===== src/rtl/addr_dual_queue.sv =====
// Two-lane in-order FIFO of (rs, rt) register-address pairs.
// Sits between decode and register-file read on the dual-issue path.
module addr_dual_queue #(
  parameter int AWIDTH = 5,
  parameter int DEPTH  = 16,
  parameter int CWIDTH = 5
) (
  input  logic              aq_clk,
  input  logic              aq_rst,
  input  logic              aq_i_flush,
  input  logic [1:0]        aq_i_we,
  input  logic [AWIDTH-1:0] aq_i_addr_rs0,
  input  logic [AWIDTH-1:0] aq_i_addr_rt0,
  input  logic [AWIDTH-1:0] aq_i_addr_rs1,
  input  logic [AWIDTH-1:0] aq_i_addr_rt1,
  input  logic [1:0]        aq_i_re,
  output logic [AWIDTH-1:0] aq_o_addr_rs0,
  output logic [AWIDTH-1:0] aq_o_addr_rt0,
  output logic [AWIDTH-1:0] aq_o_addr_rs1,
  output logic [AWIDTH-1:0] aq_o_addr_rt1,
  output logic [1:0]        aq_o_valid,
  output logic [CWIDTH-1:0] aq_o_count,
  output logic              aq_o_empty,
  output logic              aq_o_full,
  output logic              aq_o_afull,
  output logic              aq_o_wdrop
);

  localparam int PW = CWIDTH - 1;

  typedef struct packed {
    logic [AWIDTH-1:0] rs;
    logic [AWIDTH-1:0] rt;
  } pair_t;

  pair_t mem [DEPTH];

  logic [PW-1:0]     wr_ptr;
  logic [PW-1:0]     rd_ptr;
  logic [PW-1:0]     wr_ptr1;
  logic [PW-1:0]     rd_ptr1;
  logic [CWIDTH-1:0] count;
  logic [CWIDTH-1:0] free;
  logic [1:0]        nw;
  logic [1:0]        nr;
  logic              wr_ok;
  logic              drop;
  logic              g0;
  logic              g1;
  pair_t             lane0;
  pair_t             lane1;

  assign wr_ptr1 = wr_ptr + PW'(1);
  assign rd_ptr1 = rd_ptr + PW'(1);
  assign free    = CWIDTH'(DEPTH) - count;
  assign nw      = {1'b0, aq_i_we[0]} + {1'b0, aq_i_we[1]};
  assign lane0   = '{rs: aq_i_addr_rs0, rt: aq_i_addr_rt0};
  assign lane1   = '{rs: aq_i_addr_rs1, rt: aq_i_addr_rt1};

  // Writes are all-or-nothing against start-of-cycle occupancy
  always_comb begin
    wr_ok = 1'b0;
    drop  = 1'b0;
    if (!aq_i_flush && nw != 2'd0) begin
      if (CWIDTH'(nw) <= free) wr_ok = 1'b1;
      else                     drop  = 1'b1;
    end
  end

  assign g0 = !aq_i_flush && aq_i_re[0] && count >= CWIDTH'(1);
  assign g1 = !aq_i_flush && &aq_i_re && count >= CWIDTH'(2);
  assign nr = {1'b0, g0} + {1'b0, g1};

  always_ff @(posedge aq_clk) begin
    if (wr_ok) begin
      unique case (aq_i_we)
        2'b11: begin
          mem[wr_ptr]  <= lane0;
          mem[wr_ptr1] <= lane1;
        end
        2'b01:   mem[wr_ptr] <= lane0;
        2'b10:   mem[wr_ptr] <= lane1;
        default: ;
      endcase
    end
  end

  always_ff @(posedge aq_clk or posedge aq_rst) begin
    if (aq_rst) begin
      wr_ptr <= '0;
      rd_ptr <= '0;
      count  <= '0;
    end else if (aq_i_flush) begin
      wr_ptr <= '0;
      rd_ptr <= '0;
      count  <= '0;
    end else begin
      if (wr_ok) wr_ptr <= wr_ptr + PW'(nw);
      rd_ptr <= rd_ptr + PW'(nr);
      count  <= count + (wr_ok ? CWIDTH'(nw) : '0) - CWIDTH'(nr);
    end
  end

  always_ff @(posedge aq_clk or posedge aq_rst) begin
    if (aq_rst) begin
      aq_o_valid    <= 2'b00;
      aq_o_wdrop    <= 1'b0;
      aq_o_addr_rs0 <= '0;
      aq_o_addr_rt0 <= '0;
      aq_o_addr_rs1 <= '0;
      aq_o_addr_rt1 <= '0;
    end else if (aq_i_flush) begin
      aq_o_valid    <= 2'b00;
      aq_o_wdrop    <= 1'b0;
      aq_o_addr_rs0 <= '0;
      aq_o_addr_rt0 <= '0;
      aq_o_addr_rs1 <= '0;
      aq_o_addr_rt1 <= '0;
    end else begin
      aq_o_valid <= {g1, g0};
      aq_o_wdrop <= drop;
      if (g0) begin
        aq_o_addr_rs0 <= mem[rd_ptr].rs;
        aq_o_addr_rt0 <= mem[rd_ptr].rt;
      end
      if (g1) begin
        aq_o_addr_rs1 <= mem[rd_ptr1].rs;
        aq_o_addr_rt1 <= mem[rd_ptr1].rt;
      end
    end
  end

  assign aq_o_count = count;
  assign aq_o_empty = count == '0;
  assign aq_o_full  = count == CWIDTH'(DEPTH);
  assign aq_o_afull = count >= CWIDTH'(DEPTH - 1);

endmodule


===== config.mk =====
export PLATFORM = sky130hd
export DESIGN_NAME = addr_dual_queue
export DESIGN_NICKNAME = d
export VERILOG_FILES = /design/src/rtl/addr_dual_queue.sv
export SDC_FILE = /design/constraint.sdc
export NUM_CORES = 1
export LEC_CHECK = 0
export CAP_MARGIN = 10
export CORE_AREA = 2 2 188 190
export CTS_BUF_LIST = sky130_fd_sc_hd__clkbuf_4 sky130_fd_sc_hd__clkbuf_8 sky130_fd_sc_hd__clkbuf_16
export CTS_CLUSTER_SIZE = 12
export DETAILED_ROUTE_END_ITERATION = 16
export DIE_AREA = 0 0 190 192
export GPL_TIMING_DRIVEN = 0
export PLACE_DENSITY_LB_ADDON = 0.1
export SLEW_MARGIN = 10
export SYNTH_ARGS = -nofsm -noshare
export SYNTH_HDL_FRONTEND = slang
export SYNTH_SLANG_ARGS = --single-unit

===== constraint.sdc =====
create_clock -name aq_clk -period 6.6 [get_ports aq_clk]
set_clock_uncertainty 0.15 [all_clocks]
set_input_delay 0.99 -clock aq_clk [delete_from_list [all_inputs] [get_ports aq_clk]]
set_output_delay 0.99 -clock aq_clk [all_outputs]
set_load 0.005 [all_outputs]

== Word-level counts from Yosys, hierarchy flattened ==
Memories as Yosys holds them, arrays and structs flattened.
Cells that the tools add are included.

* Register bits: 36
* Memory bits (writable): 160
* Input bits: 27
* Output and inout port bits: 31
* Logic and storage cells: 71
* Memories kept: 1

{| class="wikitable"
|+ Memories
! memory !! words !! bits a word !! read ports !! clocked after memory_dff !! wr ports !! line !! RTL
|-
| mem || 16 || 10 || 2 || 0 || 2 || 36 || <nowiki>pair_t mem [DEPTH];</nowiki>
|}

* Add/sub/neg operators: 9
* Magnitude comparators: 4
* Equality and inequality tests: 4
* Multiplexer cells: 30
* Bitwise gates (word level): 2
* Reductions and logical operators: 12

{| class="wikitable"
|+ Operators by type and width
! kind !! number
|-
| 5-bit two-way mux || 9
|-
| 10-bit two-way mux || 2
|-
| 1-bit two-way mux || 14
|-
| 4-bit two-way mux || 3
|-
| 4-bit by 1-bit adder with 4-bit output, second input constant || 2
|-
| 4-bit by 2-bit adder with 4-bit output || 2
|-
| 2-bit nonzero test || 4
|-
| 5-bit by 2-bit adder with 5-bit output || 1
|-
| 5-bit == test, second input constant || 1
|-
| 5-bit by 1-bit >= comparator with 1-bit output, second input constant || 1
|-
| 5-bit by 2-bit >= comparator with 1-bit output, second input constant || 1
|-
| 5-bit by 4-bit >= comparator with 1-bit output, second input constant || 1
|-
| 2-bit by 5-bit <= comparator with 1-bit output || 1
|-
| 1-bit logical AND || 5
|-
| 5-bit logical NOT || 1
|-
| 5-bit by 2-bit subtractor with 5-bit output || 1
|-
| 5-bit subtractor, first input constant || 1
|-
| 1-bit by 1-bit adder with 2-bit output || 2
|-
| 2-bit == test, second input constant || 2
|-
| 2-bit two-way mux || 2
|-
| 2-bit by 1-bit == test with 1-bit output, second input constant || 1
|-
| 1-bit bitwise OR || 2
|-
| 2-bit AND reduction || 1
|-
| 1-bit logical NOT || 1
|}

== Logic depth before layout (Yosys ltp) ==
* Depth in word-level cells: 8
* Depth in mapped cells: 20
* Mapped depth without buffers: 18

== Worst setup path before layout ==
OpenSTA, ideal clock, no wires.

* Path type: input -> register
* Start: input port aq_i_we[0]
* End: memory mem[1][0] in the netlist's numbering, enable pin
* Setup time: 0.404 ns
* Arrival time: 3.464 ns
* Data required time: 6.046 ns
* Path slack: 2.582 ns
* Cell stages on the path: 11
* Buffers on the path: 2
* Cell sequence: inv_1 -> ha_1 -> inv_1 -> ha_1 -> inv_1 -> a21oi_1 -> o31a_1 -> buf_6 -> buf_2 -> o21ai_0 -> nor4_1

{| class="wikitable"
|+ RTL lines
! element !! line !! RTL
|-
| start: declaration || 11 || <nowiki>input logic [1:0] aq_i_we,</nowiki>
|-
| end: declaration || 36 ||
|}

== Worst setup path in the final report ==
* Start: input port aq_i_flush
* End: register count[4] (netlist: aq_o_count[4])

* Word-level cells in the longest chain between the ends: 7
* Elaborated cells on any way between the ends: 12
* Those cells by class: add/sub (3); mux (3); reduce/logical (6)

{| class="wikitable"
|+ Ends and longest elaborated chain
! element !! line !! RTL
|-
| start: declaration || 10 || <nowiki>input logic aq_i_flush,</nowiki>
|-
| 1-bit logical NOT || 64, 70, 71 ||
|-
| 1-bit logical AND || 64 || <nowiki>if (!aq_i_flush && nw != 2'd0) begin</nowiki>
|-
| 1-bit two-way mux || 64 ||
|-
| 2-bit two-way mux || 100 || <nowiki>count <= count + (wr_ok ? CWIDTH'(nw) : '0) - CWIDTH'(nr);</nowiki>
|-
| 5-bit by 2-bit adder with 5-bit output || 100 ||
|-
| 5-bit by 2-bit subtractor with 5-bit output || 100 ||
|-
| 5-bit two-way mux (*) || 93 || <nowiki>end else if (aq_i_flush) begin</nowiki>
|-
| end signal: assignment || 100 ||
|-
| end: declaration || 42 || <nowiki>logic [CWIDTH-1:0] count;</nowiki>
|}

Mark *: on every way between the ends. The rest lies on a longest branch, timed or not.
A chain may end at the register's enable or synchronous reset.

==> metrics <==
Worst Hold Class=flip-flop to flip-flop; total CTS buffers=17; vias in the first global route=8001; worst skew pair latency=0.45 ns; initial detailed-routing violation count=463; Async SR Flop Fraction=18.4%; Netlist Area Pre-Place=12000 um2; Fin. Hold Viols=0; maximum VDD drop=201 uV; Reg clk slew, reported paths=0.08 ns; postcts setup bufs=0; share of power burned in registers=35.4%; Max Slew Vio Count=0; GR Overflow Total=0; Power Dens Cells=311 nW/um2; leak pwr=4.69 nW; Final setup viols=0; Syn Area/Cell=14.3 um2; CP Capture Type=flip-flop; routability cong.=0.819; Port-buffer cells=57; Multi-input gate area=5930 um2; CP startpoint kind=input pin; Yosys cell types=56; Gates resized, CTS repair=0; fillers=3245; Net Sw Frac=35.2%; Main synth FF type=edfxtp_1; die height=192 um; worst hold stages=2; Peak Freq=0.224 GHz; Data arrival, critical path=4.70 ns; total of max-cap violations=0; unrepaired setup endpoints after global routing=no; Tmin final=4.47 ns; largest net degree at the start of global routing=25; hold_buf cts=0; final WL=35700 um; layout cell share with drive strength beyond 1=35.4%; most frequent cells in the layout=160 x edfxtp_1, 140 x mux2_2, 80 x mux4_2, 57 x clkdlybuf4s50_1, 39 x clkbuf_1; root buffer cell=clkbuf_16; die width=190 um; count of state elements after synthesis=196; period utilization=67.8%; Die ar.=36500 um2; initial core utilization=34.9%; Critical Path RT=6.83 ns; DP Cell Count=1353; Seq/Total Area, Yosys=47.7%; critical path class=input pin to flip-flop; Clock Path Buffers=2; Warnings, synthesis=0; Int Power=2.78 mW; Hold Startpoint=aq_o_addr_rs0[3]; R2R Setup Slk=2.35 ns; Final ANT Viol Nets=0; TNS Setup=0 ns; via count=7503; commonest non-fill, non-tap cell in the layout=edfxtp_1; net load switching power=1.51 mW; number of synthesized flops with an enable pin=160; drt first pass iters=5; Seq. cell area=5710 um2; Worst Tran Pin Value=1.26 ns; # DRC=0; Core Area=34300 um2; Clock Sinks=196; FF-to-FF End=aq_o_count[4]; HPWL after detailed placement=26100 um; Rows=68; routed vias/inst=5.41; Min-Delay Endpoint=aq_o_addr_rs0[3]; Max H-tree Level=4; Final Non-Filler Cells=1386; Reg2Reg Depth=17; CP max FO=10; Worst R2R Start=aq_o_count[3]; Syn-to-layout area delta=15.3%; Gate power share=40.4%; # nets final=977; global-route wire length before repair=52600 um; WL/cell=25.8 um; clock network power share=24.2%; initial antenna violation count=0; Slew headroom=15.0%; syn_nets=893; TritonCTS clock tree=built; Gate Count Post-Synth=834; gr usage total=20.3%; status=complete, no violations; I/O pin cnt=58
==> area by class of cell <==
type	count	share of cell area, %
Clock buffer	17	3.08
Buffer	62	2.02
Multi-Input combinational cell	552	43.0
Clock inverter	14	0.998
Antenna cell	1	0.0181
Timing Repair Buffer	65	4.72
Sequential cell	196	41.4
Tap cell	455	4.13
Inverter	24	0.653
==> power by group through the flow <==
stage	sequential [mW]	combinational [mW]	clock, mW
finish	1.52	1.73	1.04
global route	1.53	1.87	1.10
CTS	1.52	1.76	1.06
detailed placement	1.55	1.75	0
global placement	1.55	1.74	0
floorplan	1.53	1.16	0
==> sequential cells by signal, indices dropped and copies added, names as in the netlist <==
name           count
aq_o_addr_rs1      5
aq_o_addr_rt0      5
aq_o_valid         2
rd_ptr             4
aq_o_wdrop         1
wr_ptr             4
aq_o_count         5
aq_o_addr_rt1      5
aq_o_addr_rs0      5
mem              160
==> cells by family (layout without fill, tap and decap cells) <==
family	after synthesis	in the layout	synth area share (%)
buf+inv	86	182	3.09
other cells	0	1	0
flops	196	196	47.7
simple gates	155	155	6.73
mux	241	241	30.8
fa+ha+maj	32	32	3.60
xor+xnor	7	7	0.513
compound gates	117	117	7.54
==> cell usage after synthesis, types with 7 or more instances <==
cell type  count  area [um2]
edfxtp_1     160        4800
mux2_2       140        1580
mux4_2        80        1800
clkbuf_1      39         146
dfrtp_1       36         901
nand2_1       36         135
nor2_1        33         124
ha_1          28         350
nand2b_1      26         163
o21ai_0       26         130
inv_1         24        90.1
a22oi_1       20         150
mux2_4        20         300
nor2b_1       20         125
a21boi_0      19         143
buf_2         14        70.1
nor3_1        13        65.1
o21ai_4       11         179
a21oi_1       10        50.1
o41ai_1        9        78.8
and2b_1        7        52.6
==> worst max path at each step <==
stage               start             to  slack (ns)  cells past startpoint
3_5_place_dp   aq_i_flush  aq_o_count[4]        1.61                     12
5_1_grt        aq_i_we[0]  aq_o_count[3]        1.87                     18
2_1_floorplan  aq_i_we[0]      mem[1][0]        2.58                     11
4_1_cts        aq_i_flush  aq_o_count[4]        2.08                     12
6_report       aq_i_flush  aq_o_count[4]        2.13                     15
3_3_place_gp   aq_i_we[0]      mem[1][0]        0.73                     12
==> stage by stage <==
| stage | worst slack (ns) | power (mW) | hold slack, ns | instance area (um2) | util (%) |
|---|---|---|---|---|---|
| global placement | 0.734 | 3.29 | 0.384 | 13100 | 38.2 |
| CTS | 2.08 | 4.34 | 0.400 | 13800 | 40.2 |
| finish | 2.13 | 4.29 | 0.395 | 13800 | 40.2 |
| detailed placement | 1.61 | 3.30 | 0.389 | 13200 | 38.5 |
| global route | 1.87 | 4.51 | 0.424 | 13800 | 40.2 |
| floorplan | 2.58 | 2.69 | 0.385 | 12000 | - |
==> critical path, cell delays in order <==
cell and delay [ns]:
clkdlybuf4s50_1 0.54, nand2b_1 0.26, a311oi_1 0.45, clkbuf_1 0.58, ha_1 0.40, ha_1 0.29
inv_1 0.04, ha_1 0.19, inv_1 0.07, fa_1 0.20, inv_1 0.05, a21oi_1 0.13
nor2_1 0.07, or3_1 0.30, a21oi_1 0.14
==> routing by layer <==
layer | share of wire (%) | global-route usage, % | vias to the layer above
met4 | 2.5 | 6.47 | 0
met1 | 45 | 26.5 | 3879
met3 | 3.2 | 2.45 | 37
li1 | - | - | 3413
met2 | 50 | 35.1 | 174
met5 | 0 | 0 | -
No activity file was read; power rests on OpenSTA's default activity.
